[src/rtl/divider_if.sv]
// divider_if: operand/result bundle between a requester and the sequential
// divider.
//   start        request, sampled by the divider only while idle
//   Dvnd, Dvsr   two's-complement dividend / divisor, captured on acceptance
//   Y            {remainder, quotient} for the HI/LO pair
//   busy         division in progress
//   done         one-cycle completion pulse
//   div_by_zero  qualifies the most recent completion
// master = requester side, slave = divider side.
interface divider_if #(
    parameter int WIDTH = 32
);
    logic                 start;
    logic [WIDTH-1:0]     Dvnd;
    logic [WIDTH-1:0]     Dvsr;
    logic [2*WIDTH-1:0]   Y;
    logic                 busy;
    logic                 done;
    logic                 div_by_zero;

    modport master (
        output start, Dvnd, Dvsr,
        input  Y, busy, done, div_by_zero
    );

    modport slave (
        input  start, Dvnd, Dvsr,
        output Y, busy, done, div_by_zero
    );
endinterface

[src/rtl/divider.sv]
// divider: sequential signed restoring divider, one quotient bit per clock.
// Operands are turned into magnitudes on acceptance, divided unsigned over
// WIDTH cycles, and the signs are applied in a final FIX cycle. Latency from
// the accepting edge to done is WIDTH+1 clocks.
//   clk    rising-edge clock
//   reset  asynchronous, active-low
//   bus    divider_if slave port (start/Dvnd/Dvsr in, Y/busy/done/div_by_zero out)
module divider #(
    parameter int WIDTH = 32
) (
    input  logic       clk,
    input  logic       reset,
    divider_if.slave   bus
);
    localparam int CW = $clog2(WIDTH);

    typedef enum logic [1:0] {IDLE, DIV, FIX} state_t;

    state_t               r_state;
    logic [CW-1:0]        r_cnt;
    // The committed remainder is always below the divisor magnitude
    // (at most 2^(WIDTH-1)), so WIDTH bits hold it; only the trial
    // subtraction needs the extra bit.
    logic [WIDTH-1:0]     r_rem;
    logic [WIDTH-1:0]     r_quo;      // dividend magnitude shifts out, quotient shifts in
    logic [WIDTH-1:0]     r_mag_dvsr;
    logic [WIDTH-1:0]     r_dvnd;     // raw dividend, returned as HI on divide by zero
    logic                 r_sign_q;
    logic                 r_sign_r;
    logic                 r_dz;
    logic [2*WIDTH-1:0]   r_y;
    logic                 r_busy;
    logic                 r_done;
    logic                 r_dbz;

    logic [WIDTH-1:0]     w_mag_dvnd;
    logic [WIDTH-1:0]     w_mag_dvsr;
    logic [WIDTH:0]       w_shift;
    logic [WIDTH:0]       w_trial;
    logic [WIDTH-1:0]     w_quo_fix;
    logic [WIDTH-1:0]     w_rem_fix;

    // Magnitude of the most negative value wraps to itself, which is the
    // correct unsigned 2^(WIDTH-1).
    assign w_mag_dvnd = bus.Dvnd[WIDTH-1] ? -bus.Dvnd : bus.Dvnd;
    assign w_mag_dvsr = bus.Dvsr[WIDTH-1] ? -bus.Dvsr : bus.Dvsr;

    assign w_shift    = {r_rem, r_quo[WIDTH-1]};
    assign w_trial    = w_shift - {1'b0, r_mag_dvsr};

    assign w_quo_fix  = r_sign_q ? -r_quo : r_quo;
    assign w_rem_fix  = r_sign_r ? -r_rem : r_rem;

    always_ff @(posedge clk or negedge reset) begin
        if (!reset) begin
            r_state    <= IDLE;
            r_cnt      <= '0;
            r_rem      <= '0;
            r_quo      <= '0;
            r_mag_dvsr <= '0;
            r_dvnd     <= '0;
            r_sign_q   <= 1'b0;
            r_sign_r   <= 1'b0;
            r_dz       <= 1'b0;
            r_y        <= '0;
            r_busy     <= 1'b0;
            r_done     <= 1'b0;
            r_dbz      <= 1'b0;
        end else begin
            r_done <= 1'b0;
            case (r_state)
                IDLE: begin
                    if (bus.start) begin
                        r_sign_q   <= bus.Dvnd[WIDTH-1] ^ bus.Dvsr[WIDTH-1];
                        r_sign_r   <= bus.Dvnd[WIDTH-1];
                        r_quo      <= w_mag_dvnd;
                        r_mag_dvsr <= w_mag_dvsr;
                        r_dvnd     <= bus.Dvnd;
                        r_dz       <= (bus.Dvsr == '0);
                        r_rem      <= '0;
                        r_cnt      <= CW'(WIDTH - 1);
                        r_busy     <= 1'b1;
                        r_state    <= DIV;
                    end
                end
                DIV: begin
                    // Restoring step: keep the shifted remainder when the
                    // trial goes negative, otherwise commit the difference.
                    if (w_trial[WIDTH])
                        r_rem <= w_shift[WIDTH-1:0];
                    else
                        r_rem <= w_trial[WIDTH-1:0];
                    r_quo <= {r_quo[WIDTH-2:0], ~w_trial[WIDTH]};
                    if (r_cnt == '0)
                        r_state <= FIX;
                    else
                        r_cnt <= r_cnt - 1'b1;
                end
                FIX: begin
                    // Divide by zero still iterates so latency is constant;
                    // the result is overridden here.
                    if (r_dz)
                        r_y <= {r_dvnd, {WIDTH{1'b1}}};
                    else
                        r_y <= {w_rem_fix, w_quo_fix};
                    r_dbz   <= r_dz;
                    r_done  <= 1'b1;
                    r_busy  <= 1'b0;
                    r_state <= IDLE;
                end
                default: r_state <= IDLE;
            endcase
        end
    end

    assign bus.Y           = r_y;
    assign bus.busy        = r_busy;
    assign bus.done        = r_done;
    assign bus.div_by_zero = r_dbz;
endmodule
[src/flat_wrapper.sv]
// flat-port wrapper written by rule: the top's interface ports become plain ports
module divider_flat 
#(
    parameter int WIDTH = 32
)
  (clk, reset, bus_start, bus_Dvnd, bus_Dvsr, bus_Y, bus_busy, bus_done, bus_div_by_zero);
  divider_if #(.WIDTH(WIDTH)) bus_i ();
  input  logic clk;
  input  logic reset;
  input wire logic [$bits(bus_i.start)-1:0] bus_start;
  input wire logic [$bits(bus_i.Dvnd)-1:0] bus_Dvnd;
  input wire logic [$bits(bus_i.Dvsr)-1:0] bus_Dvsr;
  output wire logic [$bits(bus_i.Y)-1:0] bus_Y;
  output wire logic [$bits(bus_i.busy)-1:0] bus_busy;
  output wire logic [$bits(bus_i.done)-1:0] bus_done;
  output wire logic [$bits(bus_i.div_by_zero)-1:0] bus_div_by_zero;
  assign bus_i.start = bus_start;
  assign bus_i.Dvnd = bus_Dvnd;
  assign bus_i.Dvsr = bus_Dvsr;
  assign bus_Y = bus_i.Y;
  assign bus_busy = bus_i.busy;
  assign bus_done = bus_i.done;
  assign bus_div_by_zero = bus_i.div_by_zero;
  divider #(.WIDTH(WIDTH)) u_core (.clk(clk), .reset(reset), .bus(bus_i));
endmodule
[config.mk]
export PLATFORM = sky130hd
export DESIGN_NAME = divider_flat
export DESIGN_NICKNAME = d
export VERILOG_FILES = /design/src/rtl/divider_if.sv /design/src/rtl/divider.sv /design/src/flat_wrapper.sv
export SDC_FILE = /design/constraint.sdc
export NUM_CORES = 1
export LEC_CHECK = 0
export ABC_AREA = 0
export BUFFER_PORTS_ARGS = -buffer_cell sky130_fd_sc_hd__buf_2
export CORE_MARGIN = 4
export CORE_UTILIZATION = 35
export DETAILED_ROUTE_END_ITERATION = 10
export SLEW_MARGIN = 20
export SYNTH_ARGS = -nofsm -noshare
export SYNTH_HDL_FRONTEND = slang
export SYNTH_SLANG_ARGS = --single-unit
[constraint.sdc]
create_clock -name clk -period 5.81 [get_ports clk]
set_clock_uncertainty 0.05 [all_clocks]
set_input_delay 1.162 -clock clk [delete_from_list [all_inputs] [get_ports clk]]
set_output_delay 1.162 -clock clk [all_outputs]
set_load 0.01 [all_outputs]
==> impl_metrics.prom <==
# TYPE chip_impl_metric gauge
chip_impl_info{name="status",value="finished, final reports clean"} 1
chip_impl_metric{name="synth-adder-area-share",unit="%"} 3.88
chip_impl_metric{name="cp_max_fo",unit=""} 21
chip_impl_info{name="kind_of_critical_path",value="flop to flop"} 1
chip_impl_info{name="hold_path.class",value="flop to flop"} 1
chip_impl_info{name="crit_path_top_delay_cell",value="sky130_fd_sc_hd__dfrtp_1"} 1
chip_impl_metric{name="avgRoutedWirePerCell",unit="µm"} 17.5
chip_impl_metric{name="fillers",unit=""} 3654
chip_impl_metric{name="design_area",unit="µm²"} 14700
chip_impl_metric{name="design.die.area",unit="µm²"} 39600
chip_impl_metric{name="fp.dieW",unit="µm"} 199
chip_impl_metric{name="compound_cell_area_share_of_the_yosys_netlist",unit="%"} 22.8
chip_impl_metric{name="clock_sink_count",unit=""} 204
chip_impl_info{name="start_kind",value="flop"} 1
chip_impl_metric{name="p_leak",unit="µW"} 0.00666
chip_impl_metric{name="flow.area_growth_from_synthesis",unit="%"} 14.7
chip_impl_metric{name="cts_repair_resize_count",unit=""} 0
chip_impl_metric{name="i_o_pin_count",unit=""} 134
chip_impl_metric{name="period_utilization_post_route",unit="%"} 64.9
chip_impl_metric{name="wirelength",unit="µm"} 36700
chip_impl_metric{name="grt_pass1_wl",unit="µm"} 59300
chip_impl_info{name="critical_path.endpoint_type",value="flop"} 1
chip_impl_metric{name="route.vias.total",unit=""} 11300
chip_impl_info{name="grt_setup_unrepaired",value="false"} 1
chip_impl_info{name="synth_flop_cell",value="sky130_fd_sc_hd__dfrtp_1"} 1
chip_impl_metric{name="gr-total-overflow",unit=""} 0
chip_impl_info{name="clockRootBuffer",value="sky130_fd_sc_hd__clkbuf_16"} 1
chip_impl_metric{name="drv.max_cap_violation_count",unit=""} 0
chip_impl_metric{name="grt_antenna_before_repair",unit=""} 0
chip_impl_metric{name="worst_slew_margin_rel",unit="%"} 28.1
chip_impl_metric{name="fp.dieH",unit="µm"} 199
chip_impl_metric{name="synth-edff-count",unit=""} 0
chip_impl_metric{name="number_of_port_buffers",unit=""} 133
chip_impl_metric{name="cts_htree_levels",unit=""} 1
chip_impl_metric{name="sequential_cell_area_fraction_in_the_yosys_report",unit="%"} 40.0
chip_impl_metric{name="cp.arrival",unit="ps"} 4140
chip_impl_metric{name="syn-mean-instance-area",unit="µm²"} 8.36
chip_impl_metric{name="synth_warnings",unit=""} 0
chip_impl_metric{name="layout-drive-gt1-share",unit="%"} 13.0
chip_impl_metric{name="postSynth.asyncResetShare",unit="%"} 100
chip_impl_metric{name="detailedPlacementHpwl",unit="µm"} 27400
chip_impl_metric{name="antenna_violating_nets_post_route",unit=""} 0
chip_impl_info{name="largest_family_of_logic_cells_by_synthesized_area",value="compound AO/OA/AOI/OAI gates"} 1
chip_impl_metric{name="mappedNetlistArea",unit="µm²"} 12800
chip_impl_metric{name="achievable-frequency",unit="MHz"} 265
chip_impl_info{name="synth_most_common_cell",value="sky130_fd_sc_hd__nand2_1"} 1
chip_impl_metric{name="placed_area",unit="µm²"} 13800
chip_impl_metric{name="synth-seq-cells",unit=""} 204
chip_impl_metric{name="clock_path_buffers",unit=""} 3
chip_impl_metric{name="share_of_the_synthesized_area_in_the_top_cell_type",unit="%"} 40.0
chip_impl_metric{name="post_cts_hold_buffer_count",unit=""} 0
chip_impl_info{name="critical_path.cell_chain",value="ha_1, a21o_1, a31oi_1, nor3b_1, a21oi_1, a41o_1, o21ai_1, buf_4, nand2_1, a311o_1"} 1
chip_impl_info{name="post-synth-top-area-cell",value="sky130_fd_sc_hd__dfrtp_1"} 1
chip_impl_info{name="cp_top_family",value="compound AO/OA/AOI/OAI gates"} 1
chip_impl_metric{name="core_region_area",unit="µm²"} 35700
chip_impl_metric{name="clkTransAtPathRegs",unit="ps"} 60
chip_impl_metric{name="via_per_inst",unit=""} 5.41
chip_impl_metric{name="start_util",unit="%"} 35.7
chip_impl_metric{name="gp_congestion",unit=""} 0.882
chip_impl_info{name="leading_post_synthesis_cells_by_instance_count",value="sky130_fd_sc_hd__nand2_1, sky130_fd_sc_hd__dfrtp_1, sky130_fd_sc_hd__o21ai_0"} 1
chip_impl_metric{name="critPathRequiredTime",unit="ps"} 6170
chip_impl_metric{name="drt_iter0_drc",unit=""} 814
chip_impl_metric{name="drt_pre_antenna_iters",unit=""} 5
chip_impl_metric{name="drt_drc_violations_left",unit=""} 0
chip_impl_metric{name="placement_rows",unit=""} 69
chip_impl_metric{name="pin_count_of_the_biggest_net_entering_global_routing",unit=""} 117
chip_impl_metric{name="worst_ir_drop_vdd",unit="mV"} 0.244
chip_impl_metric{name="antennaDiodeCount",unit=""} 0
chip_impl_metric{name="synth_xor_xnor_area_share",unit="%"} 9.40
chip_impl_metric{name="synthSimpleGateAreaFrac",unit="%"} 18.5
chip_impl_metric{name="final_max_slew_viol_count",unit=""} 0
chip_impl_metric{name="globalRouteTotalUtil",unit="%"} 18.2
chip_impl_metric{name="synthCells",unit=""} 1528
chip_impl_metric{name="setup_viol",unit=""} 0
chip_impl_metric{name="cellPowerDensity",unit="nW/µm²"} 653
chip_impl_metric{name="synth.lib_cells_used.distinct",unit=""} 74
chip_impl_metric{name="timing_worst_slew_pin_value",unit="ps"} 1080
chip_impl_metric{name="numCtsBuffers",unit=""} 25
chip_impl_metric{name="postCtsSetupRepairBufs",unit=""} 0
chip_impl_metric{name="grt_pass1_vias",unit=""} 10800
chip_impl_info{name="tritoncts",value="yes"} 1
chip_impl_metric{name="synthesis.nets",unit=""} 1634
chip_impl_metric{name="synth.mux.area_fraction",unit="%"} 1.06
chip_impl_metric{name="worst_stage_delay_on_the_critical_path",unit="ps"} 540
chip_impl_metric{name="fin_crit",unit="ps"} 3770
chip_impl_info{name="synth_area_leaders",value="sky130_fd_sc_hd__dfrtp_1, sky130_fd_sc_hd__nand2_1, sky130_fd_sc_hd__xor2_1"} 1
chip_impl_metric{name="worst-path-buf-inv",unit=""} 1
chip_impl_metric{name="finalHoldViolCount",unit=""} 0
chip_impl_metric{name="design.final.nets",unit=""} 1721
chip_impl_metric{name="finalSetupTns",unit="ps"} 0
chip_impl_metric{name="clock_latency",unit="ps"} 530
==> power breakdown <==
part           total (µW)  internal (µW)  switching (µW)
registers            2880           2070             812
logic                5170           2150            3020
clock network        1520            904             621
==> layout make-up <==
class                           count  area (µm²)  share of cell area (%)
Tap cell                          461         577                    3.94
Clock inverter                     11         103                   0.700
Sequential cell                   204        5110                    34.9
Clock buffer                       34         709                    4.84
Timing Repair Buffer              148         787                    5.37
Multi-Input combinational cell   1175        7140                    48.7
Inverter                           61         229                    1.56
==> tightest hold or removal path: stages (launching register included) <==
cell and delay, ps:
sky130_fd_sc_hd__dfrtp_1 340, sky130_fd_sc_hd__nand2_1 50, sky130_fd_sc_hd__nand2_1 50
==> per-layer routing <==
layer  vias to the layer above  part of all wire, %  global-route usage, %
li1                       5636                    -                      -
met1                      5382                   48                   26.8
met4                         0                  1.6                   3.19
met3                        33                  4.7                   2.13
met5                         -                    0                      0
met2                       273                   46                   29.4
==> worst paths after layout <==
check / start / to / slack [ps] / cells after the start
max: u_core.r_rem[9] / u_core.r_rem[25] / 2040 / 10
max in group asynchronous: reset / u_core.r_cnt[0] / 3820 / 2
min in group asynchronous: reset / u_core.bus.Y[0] / 680 / 1
max reg2reg: u_core.r_rem[9] / u_core.r_rem[25] / 2040 / 10
min reg2reg: u_core.r_dvnd[25] / u_core.r_dvnd[25] / 420 / 2
min: u_core.r_dvnd[25] / u_core.r_dvnd[25] / 420 / 2
==> stage by stage <==
step	hold slack [ps]	instances	power, µW	setup WS, ps	util (%)
after floorplan	395	1528	6530	2220	-
after global placement	409	2049	7940	1790	38.7
after detailed placement	413	2049	8030	1780	38.7
after CTS	428	2094	9600	2070	41.0
after global routing	452	2094	10400	1800	41.0
final	424	2094	9570	2040	41.0
==> cells in the final DEF (no fill, tap or decap), drive strengths merged, types with 16 or more instances in the layout <==
master and instances:
xor2 89, or4 17, a21oi 101, o311ai 21, o21ai 145, a31oi 18, a22oi 22, ha 38
inv 61, nor2 100, nand2 282, o211ai 25, nand3 30, dfrtp 204, o41ai 16, clkbuf 35
o31ai 33, o22ai 20, nor3 21, xnor2 48, buf 147
==> flip-flops by register name, indices dropped and copies added (netlist names) <==
register and flops:
u_core.bus.div_by_zero 1, u_core.r_quo 32, u_core.r_dz 1, u_core.r_cnt 5, u_core.r_rem 32, u_core.bus.done 1
u_core.r_dvnd 31, u_core.bus.Y 64, u_core.r_mag_dvsr 32, u_core.r_state 2, u_core.r_sign_q 1, u_core.bus.busy 1
u_core.r_sign_r 1
==> cells by family after synthesis <==
group,Yosys count
fa+ha+maj,39
compound gates,461
buf+inv,149
flops,204
simple gates,525
xor+xnor,137
mux,13
No activity file was read; power rests on OpenSTA's default activity.
